$ cat src/rtl/writeback_arbiter_pkg.sv
// Shared CPU widths and constants for the register-file write side.
// Register 0 is hard-wired and never reserved or written.
package writeback_arbiter_pkg;

    localparam int CPU_DATA_W = 32;
    localparam int CPU_REG_W  = 5;
    localparam int REG_ZERO   = 0;

endpackage

$ cat src/rtl/writeback_arbiter_result_fifo.sv
// Small synchronous FIFO with wrap-around pointers (one extra bit for full/empty).
// The head entry is read combinationally so a pop can be selected in the same cycle.
module writeback_arbiter_result_fifo #(
    parameter int WIDTH = 37,
    parameter int DEPTH = 2
) (
    input  logic             clk,
    input  logic             rst,
    input  logic             push_valid,
    output logic             push_ready,
    input  logic [WIDTH-1:0] push_data,
    input  logic             pop_req,
    output logic [WIDTH-1:0] pop_data,
    output logic             full,
    output logic             empty
);

    localparam int PTR_W = $clog2(DEPTH);

    logic [PTR_W:0]   wr_ptr_reg, wr_ptr_next;
    logic [PTR_W:0]   rd_ptr_reg, rd_ptr_next;
    logic [WIDTH-1:0] mem [DEPTH];
    logic             push_fire, pop_fire;

    assign empty      = (wr_ptr_reg == rd_ptr_reg);
    assign full       = (wr_ptr_reg[PTR_W] != rd_ptr_reg[PTR_W]) &&
                        (wr_ptr_reg[PTR_W-1:0] == rd_ptr_reg[PTR_W-1:0]);
    assign push_ready = !full;
    assign push_fire  = push_valid && !full;
    assign pop_fire   = pop_req && !empty;
    assign pop_data   = mem[rd_ptr_reg[PTR_W-1:0]];

    assign wr_ptr_next = push_fire ? wr_ptr_reg + (PTR_W+1)'(1) : wr_ptr_reg;
    assign rd_ptr_next = pop_fire  ? rd_ptr_reg + (PTR_W+1)'(1) : rd_ptr_reg;

    always_ff @(posedge clk or posedge rst) begin
        if (rst) begin
            wr_ptr_reg <= '0;
            rd_ptr_reg <= '0;
        end else begin
            wr_ptr_reg <= wr_ptr_next;
            rd_ptr_reg <= rd_ptr_next;
        end
    end

    // Storage is not reset; the pointers alone define which entries are live.
    always_ff @(posedge clk) begin
        if (push_fire) begin
            mem[wr_ptr_reg[PTR_W-1:0]] <= push_data;
        end
    end

endmodule

$ cat src/rtl/writeback_arbiter.sv
// Merges ALU and buffered load results onto the single register-file write port
// and tracks per-register pending writes for decode hazard detection.
module writeback_arbiter
    import writeback_arbiter_pkg::*;
#(
    parameter int DATA_W          = CPU_DATA_W,
    parameter int REG_W           = CPU_REG_W,
    parameter int LOAD_FIFO_DEPTH = 2
) (
    input  logic              clk,
    input  logic              rst,
    input  logic              issue_valid,
    input  logic [REG_W-1:0]  issue_reg,
    output logic              issue_ready,
    input  logic [REG_W-1:0]  src_a_reg,
    input  logic [REG_W-1:0]  src_b_reg,
    output logic              hazard_a,
    output logic              hazard_b,
    input  logic              alu_valid,
    output logic              alu_ready,
    input  logic [REG_W-1:0]  alu_reg,
    input  logic [DATA_W-1:0] alu_data,
    input  logic              load_valid,
    output logic              load_ready,
    input  logic [REG_W-1:0]  load_reg,
    input  logic [DATA_W-1:0] load_data,
    output logic              write_back_en,
    output logic [REG_W-1:0]  write_back_reg,
    output logic [DATA_W-1:0] write_back,
    output logic              wb_error
);

    localparam int               NUM_REGS = 2 ** REG_W;
    localparam int               ENTRY_W  = REG_W + DATA_W;
    localparam logic [REG_W-1:0] REG_NONE = REG_W'(REG_ZERO);

    logic [NUM_REGS-1:0] pending_reg, pending_next;
    logic                fifo_full, fifo_empty, fifo_pop;
    logic [ENTRY_W-1:0]  fifo_head;
    logic                sel_valid;
    logic [REG_W-1:0]    sel_reg;
    logic [DATA_W-1:0]   sel_data;
    logic                issue_fire;
    logic                sel_unreserved;

    writeback_arbiter_result_fifo #(
        .WIDTH (ENTRY_W),
        .DEPTH (LOAD_FIFO_DEPTH)
    ) u_result_fifo (
        .clk        (clk),
        .rst        (rst),
        .push_valid (load_valid),
        .push_ready (load_ready),
        .push_data  ({load_reg, load_data}),
        .pop_req    (fifo_pop),
        .pop_data   (fifo_head),
        .full       (fifo_full),
        .empty      (fifo_empty)
    );

    // A full load buffer always drains first so loads cannot be starved by the ALU.
    always_comb begin
        alu_ready = 1'b0;
        fifo_pop  = 1'b0;
        sel_valid = 1'b0;
        sel_reg   = '0;
        sel_data  = '0;
        if (fifo_full) begin
            fifo_pop              = 1'b1;
            sel_valid             = 1'b1;
            {sel_reg, sel_data}   = fifo_head;
        end else if (alu_valid) begin
            alu_ready = 1'b1;
            sel_valid = 1'b1;
            sel_reg   = alu_reg;
            sel_data  = alu_data;
        end else if (!fifo_empty) begin
            fifo_pop              = 1'b1;
            sel_valid             = 1'b1;
            {sel_reg, sel_data}   = fifo_head;
        end
    end

    assign hazard_a       = pending_reg[src_a_reg];
    assign hazard_b       = pending_reg[src_b_reg];
    assign issue_ready    = !pending_reg[issue_reg];
    assign issue_fire     = issue_valid && issue_ready && (issue_reg != REG_NONE);
    assign sel_unreserved = sel_valid && (sel_reg != REG_NONE) && !pending_reg[sel_reg];

    // Reservation set beats a commit clear on the same edge.
    assign pending_next[0] = 1'b0;
    genvar gi;
    generate
        for (gi = 1; gi < NUM_REGS; gi++) begin : g_pending
            logic set_hit, clr_hit;
            assign set_hit = issue_fire && (issue_reg == REG_W'(gi));
            assign clr_hit = write_back_en && (write_back_reg == REG_W'(gi));
            assign pending_next[gi] = set_hit || (pending_reg[gi] && !clr_hit);
        end
    endgenerate

    always_ff @(posedge clk or posedge rst) begin
        if (rst) begin
            write_back_en  <= 1'b0;
            write_back_reg <= '0;
            write_back     <= '0;
            wb_error       <= 1'b0;
            pending_reg    <= '0;
        end else begin
            write_back_en <= sel_valid && (sel_reg != REG_NONE);
            if (sel_valid) begin
                write_back_reg <= sel_reg;
                write_back     <= sel_data;
            end
            if (sel_unreserved) begin
                wb_error <= 1'b1;
            end
            pending_reg <= pending_next;
        end
    end

endmodule

$ cat config.mk
export PLATFORM = sky130hd
export DESIGN_NAME = writeback_arbiter
export DESIGN_NICKNAME = d
export VERILOG_FILES = /design/src/rtl/writeback_arbiter_pkg.sv /design/src/rtl/writeback_arbiter_result_fifo.sv /design/src/rtl/writeback_arbiter.sv
export SDC_FILE = /design/constraint.sdc
export NUM_CORES = 1
export LEC_CHECK = 0
export ABC_AREA = 1
export CAP_MARGIN = 20
export CORE_ASPECT_RATIO = 2
export CORE_MARGIN = 5
export CORE_UTILIZATION = 50
export CTS_CLUSTER_SIZE = 12
export DETAILED_ROUTE_END_ITERATION = 8
export PLACE_DENSITY = 0.77
export SKIP_CTS_REPAIR_TIMING = 1
export SLEW_MARGIN = 20
export SYNTH_ARGS = -nofsm -noshare
export SYNTH_HDL_FRONTEND = slang
export SYNTH_SLANG_ARGS = --single-unit
$ cat constraint.sdc
create_clock -name clk -period 8.3 [get_ports clk]
set_clock_uncertainty 0.05 [all_clocks]
set_input_delay 0.83 -clock clk [delete_from_list [all_inputs] [get_ports clk]]
set_output_delay 0.83 -clock clk [all_outputs]
set_load 0.02 [all_outputs]
==> results by group <==
Placed design
  – RePlAce Congestion: 1.06
  – Dpl hpwl: 18,200 µm
  – DP Area: 8760 µm²
  – I/O Buffers: 137

Route
  – First DRT Iteration DRCs: 363
  – Vias: 6,601
  – Routed Antenna Nets: 0
  – DRC Markers: 0
  – Vias per cell: 5.70
  – Routed wire length: 25,200 µm
  – Routed wire per std cell: 21.8 µm
  – First-pass DRT Iterations: 7

STA
  – Period utilization: 57.7%
  – Fin crit period: 4.79 ns
  – Pins Over Slew Limit: 0
  – Setup TNS Final: 0 ns
  – Tightest Pin Transition: 1.03 ns
  – Max_slew headroom: 31.0%
  – RSZ-0062 raised after global routing: no
  – FMAX: 209 MHz
  – Final hold violation count: 0
  – Setup Viol. Count Final: 0

Global route
  – Largest net degree at the start of global routing: 75
  – First-pass GRT wire length: 38,200 µm
  – Grt met1 use: 30.0%
  – Total track usage: 30.4%
  – Met3 usage: 6.81%
  – Gr ovfl total: 0
  – Initial antenna violation count: 0
  – Global routing usage on met2: 52.9%
  – Top Usage Layer GRT: met2
  – Vias in the first global route: 6,707

Outcome
  – Status: finished clean

Yosys
  – Syn Nets: 927
  – Gate count of the mapped netlist: 833
  – Synth warn: 0
  – Number of synthesized flops with an enable pin: 74
  – Top post-synthesis cells by area: edfxtp_1, dfrtp_1, o21ai_0, nand2_1, nor2_1
  – Top post-synthesis cells by count: o21ai_0, nand2_1, nor2_1
  – Biggest area consumer among synthesized cells: edfxtp_1
  – Top_reg_cell synth: edfxtp_1
  – Yosys reg bits: 148
  – Most frequent cell after synthesis: o21ai_0
  – Async SR Flop Fraction: 50.0%
  – Synthesized area per cell: 8.71 µm²
  – Sequential cell area fraction in the yosys report: 56.1%
  – Mapped cell area: 7260 µm²
  – Unique masters post-synth: 36
  – Top-area cell type share of the netlist area: 30.6%

Power
  – Overall power: 0.00372 W
  – Max VDD drop: 0.325 mV
  – Leakage power: 3.79 nW
  – Cell Pwr Density: 392 nW/µm²

Clocking
  – CTS Sinks: 148
  – H-tree depth: 4
  – Clk Latency, worst-skew pair: 0.41 ns
  – Clock buffer depth: 2
  – CTS root buf: clkbuf_16
  – TritonCTS buffer count: 17
  – Clock slew at reported path FFs: 0.06 ns
  – CTS tree: built

Critical path
  – Critical-path top delay cell: clkdlybuf4s50_1
  – Reg2Reg Depth: 16
  – CP max stage delay: 0.76 ns
  – Crit path launch type: primary input
  – CP Capture Type: output port
  – R2R Path End: wb_error
  – Most frequent cell on the critical path: nand2_1
  – WS Path Type: in2out
  – CP max FO: 32
  – CP bufs+invs: 3
  – WP data required: 7.42 ns
  – Worst EP arrival: 3.90 ns
  – Crit-path leading delay family: buffers and inverters
  – Reg2reg start: u_result_fifo.rd_ptr_reg[0]
  – Flop-to-flop setup slack: 4.88 ns
  – Crit path cell chain: clkdlybuf4s50_1, inv_1, nand2_1, o22ai_1, o21ai_0, nand2_1, a21oi_1, o211ai_1, nand2_1, clkdlybuf4s50_1

Die
  – Initial Util: 50.6%
  – Num ports: 138
  – Rows: 62
  – Die Wd: 95.2 µm
  – Die area: 17,200 µm²
  – Core area: 14,400 µm²
  – Die height: 180 µm

Hold path
  – Hold Crit Depth: 2
  – Worst Hold Class: reg2reg
  – WHS Endpoint: wb_error
  – HP Start: wb_error

Finish
  – Ant. Diodes: 0
  – Area grow syn2layout: 30.6%
  – Final instance area: 9480 µm²
  – Final net count: 1,048
  – Share of cells above drive strength 1: 5.59%
  – Max FFs per register: 74

Run
  – # Max-Cap Violations: 0
==> stage by stage <==
step / hold slack, ns / cells / setup WS [ns] / util [%]
floorplan: 0.420 / 833 / 5.27 / -
global placement: 0.400 / 1124 / 3.63 / 60.8
detailed placement: 0.415 / 1125 / 3.55 / 61.0
CTS: 0.432 / 1156 / 3.54 / 65.7
global route: 0.467 / 1158 / 3.29 / 66.1
finish: 0.431 / 1158 / 3.52 / 66.1
==> placed cells by master, fill, tap and decap left out, types with 2 or more instances in the layout <==
cell type,instances
a21oi_1,34
a31oi_1,2
buf_16,3
buf_4,3
clkbuf_1,2
clkbuf_16,23
clkbuf_8,3
clkdlybuf4s50_1,137
clkinv_1,3
dfrtp_1,74
edfxtp_1,74
inv_1,57
inv_2,4
nand2_1,140
nand2_2,3
nand2_4,4
nand3_1,43
nand3b_1,2
nand4_1,31
nor2_1,105
nor2_4,4
o211ai_1,4
o21ai_0,179
o221ai_1,2
o22ai_1,11
o32ai_1,2
or2_2,2
xor2_1,3
==> layer usage <==
metal | vias up | part of all wire (%)
li1 | 3135 | -
met1 | 3123 | 32
met2 | 266 | 53
met3 | 77 | 6.0
met4 | 0 | 9.0
met5 | - | 0
==> tightest hold or removal path, cell delays in order, from the launching register on <==
cell	delay, ns
dfrtp_1	0.35
inv_1	0.04
nand2_1	0.05
==> report_power, final <==
part	internal [W]	switching, W	leakage [nW]
Sequential	0.00107	0.000212	1.55
Clock	0.000544	0.000286	0.330
Combinational	0.000539	0.00107	1.91
Total	0.00215	0.00157	3.79
==> cell families (layout without fill, tap and decap cells) <==
logic type | count (synthesis) | in the layout | share of synthesized area (%)
AO/OA/AOI/OAI | 240 | 240 | 17.4
XOR/XNOR | 3 | 3 | 0.362
buffers and inverters | 105 | 238 | 5.74
flip-flops | 148 | 148 | 56.1
multiplexers | 1 | 1 | 0.138
AND/OR/NAND/NOR | 336 | 336 | 20.3
==> cell type report <==
class	count	area, µm²
clock buffer	28	624
tap	192	240
clock inverter	3	43.8
multi-input combinational	580	2780
timing repair buffer	143	1480
inverter	64	240
sequential	148	4070
fill	1171	4870
==> how the worst max path moves through the flow <==
stage,from,to,cells after the start
6_report,issue_reg[0],issue_ready,10
5_1_grt,issue_reg[0],issue_ready,10
4_1_cts,issue_reg[0],issue_ready,10
3_5_place_dp,issue_reg[0],issue_ready,10
3_3_place_gp,issue_reg[0],issue_ready,10
2_1_floorplan,load_valid,u_result_fifo.mem[1][0],2
No activity file was read; power rests on OpenSTA's default activity.
==> variant 1: new RTL, same settings <==
The parameter `LOAD_FIFO_DEPTH` goes from 2 to 4.
--- a/src/rtl/writeback_arbiter.sv
+++ b/src/rtl/writeback_arbiter.sv
@@ -5,7 +5,7 @@
 #(
     parameter int DATA_W          = CPU_DATA_W,
     parameter int REG_W           = CPU_REG_W,
-    parameter int LOAD_FIFO_DEPTH = 2
+    parameter int LOAD_FIFO_DEPTH = 4
 ) (
     input  logic              clk,
     input  logic              rst,
Formal check against the unedited RTL: not equivalent (Yosys sat finds a counterexample within 4 cycles, from zero or initial values and one cycle with rst high).
==> variant 1 against the original RTL <==
  * Total power is 26% higher
  * Sequential cell count is 76 higher
  * Critical endpoint is now alu_ready
  * Worst setup slack better by 0.51 ns
  * Hold slack worse by 0.015 ns
  * Design area is 32% higher
  * Synthesized area is 42% higher
  * Combinational power is 22% higher
  * Wire length is 21% higher
==> variant 1: results (changes against the original RTL) <==
- Run status: finished, final reports clean
- Share of synthesized area occupied by flip-flops and latches: 61.8% (+5.6 points)
- Met1 GRT Util: 26.8% (-3.2 points)
- Synth cell types: 38 (+5.6%)
- Largest fanout on the critical path: 35 (+9.4%)
- Number of global-route vias before repair: 8,221 (+23%)
- Top cells by area in the synthesized netlist: edfxtp_1, dfrtp_1, nand2_1, a21oi_1, nand3_1
- Overall via count from detail_route: 8,293 (+26%)
- Total GRT Usage: 25.5% (-4.9 points)
- First drt pass iteration count: 8 (+1)
- CTS Buf Count: 23 (+6)
- Slew Limit Headroom: 43.1% (+12 points)
- Filler cells: 1,698 (+45%)
- Level count of the clock H-tree: 1 (-3)
- Async set or reset register ratio after synthesis: 33.9% (-16 points)
- DRT iter0 DRCs: 684 (+88%)
- Layout net count: 1,243 (+19%)
- Critical setup path kind: register to output pin
- Setup slack, reg-to-reg: 5.13 ns (+0.25 ns)
- Cell depth of the worst flop-to-flop path: 10 (-6)
- Grt met2 use: 46.6% (-6.3 points)
- Endpoint of the worst register-to-register path: write_back[28]$_DFFE_PP0P_
- Start of the worst register-to-register path: u_result_fifo.rd_ptr_reg[1]$_DFFE_PP0P_
- Ratio of cells with drive above 1 in the final layout: 5.27% (-0.32 points)
- Worst-case clock buffer depth: 3 (+1)
- Commonest cells post-synth: nand2_1, edfxtp_1, a21oi_1, nand3_1, o21ai_0
- Met3 Use GR: 3.77% (-3.0 points)
- Number of flip-flops in the largest register: 148 (+100%)
- Skew-Pair Late Insertion Delay: 0.50 ns (+0.09 ns)
- Final GP Congestion: 1.15 (+8.6%)
- Number of antenna violations at the first check in global routing: 2 (+2)
- Post-synth EDFFs: 148 (+100%)
- Final non-filler cell total: 1,426 (+23%)
==> variant 1: cell count changes after synthesis, moves of 32 or more <==
cell / unedited run / this run
a21oi_1: 34 / 99
a221o_1: 0 / 32
a31oi_1: 2 / 34
edfxtp_1: 74 / 148
nand2_1: 140 / 218
nand3_1: 43 / 87
nor2_1: 107 / 73
o21ai_0: 179 / 79
==> variant 1: worst max-delay path, stage by stage (launching register included) <==
cell and delay [ns]:
dfrtp_1 0.61, buf_4 0.46, inv_1 0.12, nand2_1 0.10
nand2_2 0.08, nand3_4 0.14, nand2_4 0.11, inv_2 0.49
clkdlybuf4s50_1 0.73
==> variant 1: layout make-up <==
type	instances	area, µm²	share of cell area, %
diodes	2	5.00	0.0400
clock buffers	36	634	5.07
clock inverters	3	16.3	0.130
inverters	73	275	2.20
multi-input cells	673	3430	27.4
flip-flops and latches	224	6350	50.7
well taps	266	333	2.66
repair buffers	149	1470	11.7
==> variant 1: how the worst min path moves through the flow <==
stage                                                          to  slack [ns]  cells past startpoint
after floorplan           u_result_fifo.wr_ptr_reg[2]$_DFFE_PP0P_        0.41                      1
after global placement                       wb_error$_DFFE_PP0P_        0.40                      2
after detailed placement                     wb_error$_DFFE_PP0P_        0.40                      2
after CTS                                    wb_error$_DFFE_PP0P_        0.43                      2
after global routing                         wb_error$_DFFE_PP0P_        0.44                      2
final                                        wb_error$_DFFE_PP0P_        0.42                      2
==> variant 1: kinds of logic after synthesis <==
| family | count (synthesis) | synth area share (%) |
|---|---|---|
| AO/OA/AOI/OAI | 272 | 15.8 |
| adder cells (fa/ha/maj) | 5 | 0.609 |
| flip-flops | 224 | 61.8 |
| AND/OR/NAND/NOR | 391 | 16.1 |
| XOR/XNOR | 5 | 0.499 |
| buffers and inverters | 130 | 5.21 |
==> variant 1: routing by layer <==
layer | part of all wire [%] | vias to the layer above
met2 | 53 | 333
met5 | 0 | -
met3 | 5.3 | 108
li1 | - | 3881
met4 | 7.6 | 0
met1 | 34 | 3971
==> variant 1: report_power, final <==
group	internal, W	switching (W)	total, W	leakage (nW)
logic	0.000670	0.00129	0.00196	2.30
clock network	0.000522	0.000394	0.000916	0.312
registers	0.00155	0.000255	0.00181	2.26
total	0.00275	0.00194	0.00469	4.88
==> variant 1: stage by stage <==
step                area (µm²)  power [W]  hold slack [ns]  util [%]  worst slack (ns)
finish                   12500    0.00469            0.416      61.4              4.03
global route             12500    0.00496            0.444      61.4              3.87
CTS                      12500    0.00469            0.426      61.4              4.02
detailed placement       11800    0.00377            0.399      58.2              4.13
global placement         11800    0.00373            0.403      58.2              4.19
floorplan                10300    0.00297            0.413         -              5.17
==> variant 2: new RTL, same settings <==
Without the edit above. Register the output `wb_error` once more, cleared by the reset; this adds one clock of latency there. The other outputs are not delayed to match.
--- a/src/rtl/writeback_arbiter.sv
+++ b/src/rtl/writeback_arbiter.sv
@@ -33,6 +33,8 @@
     localparam int               NUM_REGS = 2 ** REG_W;
     localparam int               ENTRY_W  = REG_W + DATA_W;
     localparam logic [REG_W-1:0] REG_NONE = REG_W'(REG_ZERO);
+
+    logic wb_error_s0;
 
     logic [NUM_REGS-1:0] pending_reg, pending_next;
     logic                fifo_full, fifo_empty, fifo_pop;
@@ -104,7 +106,7 @@
             write_back_en  <= 1'b0;
             write_back_reg <= '0;
             write_back     <= '0;
-            wb_error       <= 1'b0;
+            wb_error_s0    <= 1'b0;
             pending_reg    <= '0;
         end else begin
             write_back_en <= sel_valid && (sel_reg != REG_NONE);
@@ -113,11 +115,19 @@
                 write_back     <= sel_data;
             end
             if (sel_unreserved) begin
-                wb_error <= 1'b1;
+                wb_error_s0 <= 1'b1;
             end
             pending_reg <= pending_next;
         end
     end
 
+    always_ff @(posedge clk or posedge rst) begin
+        if (rst) begin
+            wb_error <= '0;
+        end else begin
+            wb_error <= wb_error_s0;
+        end
+    end
+
 endmodule
 
Check against the original RTL: not equivalent (a bounded check fails within 4 cycles, from zero or initial values and one cycle with rst high).
==> variant 2 against the original RTL <==
  * Synthesized area is 0.34% higher
  * Total power is 2.3% lower
  * Wire length is 0.25% higher
  * Sequential cell count is 1 higher
  * Critical path depth stayed put
  * Non-clock buffer count is 1 lower
  * Via count is 0.47% higher
  * Cell count is 0.17% higher
  * Worst setup slack better by 0.069 ns
  * Global-route usage is 0.14 points lower
  * Hold slack worse by 0.10 ns
  * Design area is 1.1% lower
  * Register-to-register slack hardly changed
  * Critical path type unchanged
  * Largest cell class unchanged
  * Highest routed layer unchanged
==> variant 2: results (changes against the original RTL) <==
- Run status: finished, final reports clean
- Hold_sp: wb_error_s0$_DFFE_PP0P_
- Top FF cell, synth: dfrtp_1
- Parity-gate share of the synthesized area counting xor and xnor cells: 0.361% (-0.0012 points)
- Cell depth of the worst min-delay path: 0 (-2)
- Share of cell area taken by muxes after synthesis: 0.137% (-0.00047 points)
- Share of synthesized area occupied by flip-flops and latches: 56.3% (+0.15 points)
- DRT iter0 DRCs: 356 (-1.9%)
- Slew Limit Headroom: 34.0% (+3.0 points)
- Total GRT Usage: 30.3% (-0.14 points)
- Met2 wirelength from detailed routing: 12.9 mm (-2.9%)
- Worst path arrival time: 3.84 ns (-0.06 ns)
- M1 wire length: 7.82 mm (-3.3%)
- Top cells by area in the synthesized netlist: edfxtp_1, dfrtp_1, o21ai_0, nand2_1, nor2_1
- Global-route wire length before repair: 37.9 mm (-0.71%)
- Worst-case vdd ir drop: 233 µV (-28%)
- Leakage component of the power: 3.74 nW (-1.2%)
- Final GP Congestion: 1.09 (+2.1%)
- Number of antenna violations at the first check in global routing: 1 (+1)
- Commonest cells post-synth: o21ai_0, nand2_1, nor2_1, dfrtp_1, edfxtp_1
- Hpwl dp: 17.8 mm (-2.1%)
- Hold Path Sink: wb_error$_DFF_PP0_
- Max Clk Rate: 212 MHz (+1.5%)
- Number of global-route vias before repair: 6,802 (+1.4%)
- Ratio of cells with drive above 1 in the final layout: 5.58% (-0.0058 points)
- Detailed route wirelength on metal3: 1.89 mm (+25%)
- WL final: 25.3 mm (+0.25%)
- Level count of the clock H-tree: 4 (unchanged)
- Compound-gate portion of the synthesized area: 17.3% (-0.060 points)
- Post-synth net total: 928 (+0.11%)
- Endpoint of the worst register-to-register path: wb_error_s0$_DFFE_PP0P_
- Overall via count from detail_route: 6,632 (+0.47%)
- Filler cells: 1,192 (+1.8%)
- First drt pass iteration count: 6 (-1)
- Minimum setup slack after placement: 3.60 ns (+0.0557 ns)
## variant 2: per-stage QoR
stage                     utilization (%)  hold slack (ns)  instances  cell area [µm²]
after floorplan                         -            0.304        834             7280
after global placement               61.1            0.308       1126             8760
after detailed placement             61.1            0.316       1126             8760
after CTS                            65.1            0.330       1158             9340
after global routing                 65.3            0.348       1160             9370
final                                65.3            0.329       1160             9370
## variant 2: critical path, delay by kind of cell
kind | cells | cell delay [ns]
AO/OA/AOI/OAI | 4 | 0.52
buffers and inverters | 3 | 1.35
AND/OR/NAND/NOR | 3 | 1.12
## variant 2: kinds of logic (layout without fill, tap and decap cells)
family / count (synthesis) / after routing
buf+inv: 105 / 238
xor+xnor: 3 / 3
other cells: 0 / 1
compound gates: 240 / 240
mux: 1 / 1
simple gates: 336 / 336
flops: 149 / 149
## variant 2: area by class of cell
type / instances / area (µm²) / area share [%]
timing repair buffer: 142 / 1430 / 15.2
clock buffer: 23 / 522 / 5.57
antenna: 1 / 2.50 / 0.0267
sequential: 149 / 4100 / 43.7
inverter: 64 / 240 / 2.56
tap: 192 / 240 / 2.56
multi-input combinational: 580 / 2780 / 29.7
clock inverter: 9 / 58.8 / 0.627
## variant 2: routing by layer
metal  global-route usage, %  vias up
li1                        -     3128
met1                    29.0     3094
met2                    50.8      302
met3                    8.57      108
met4                    26.6        0
met5                       0        -
## variant 2: where the power goes
part           internal [W]  switching, W
clock network      0.000445      0.000293
logic              0.000530       0.00107
registers           0.00107      0.000220
total               0.00205       0.00158
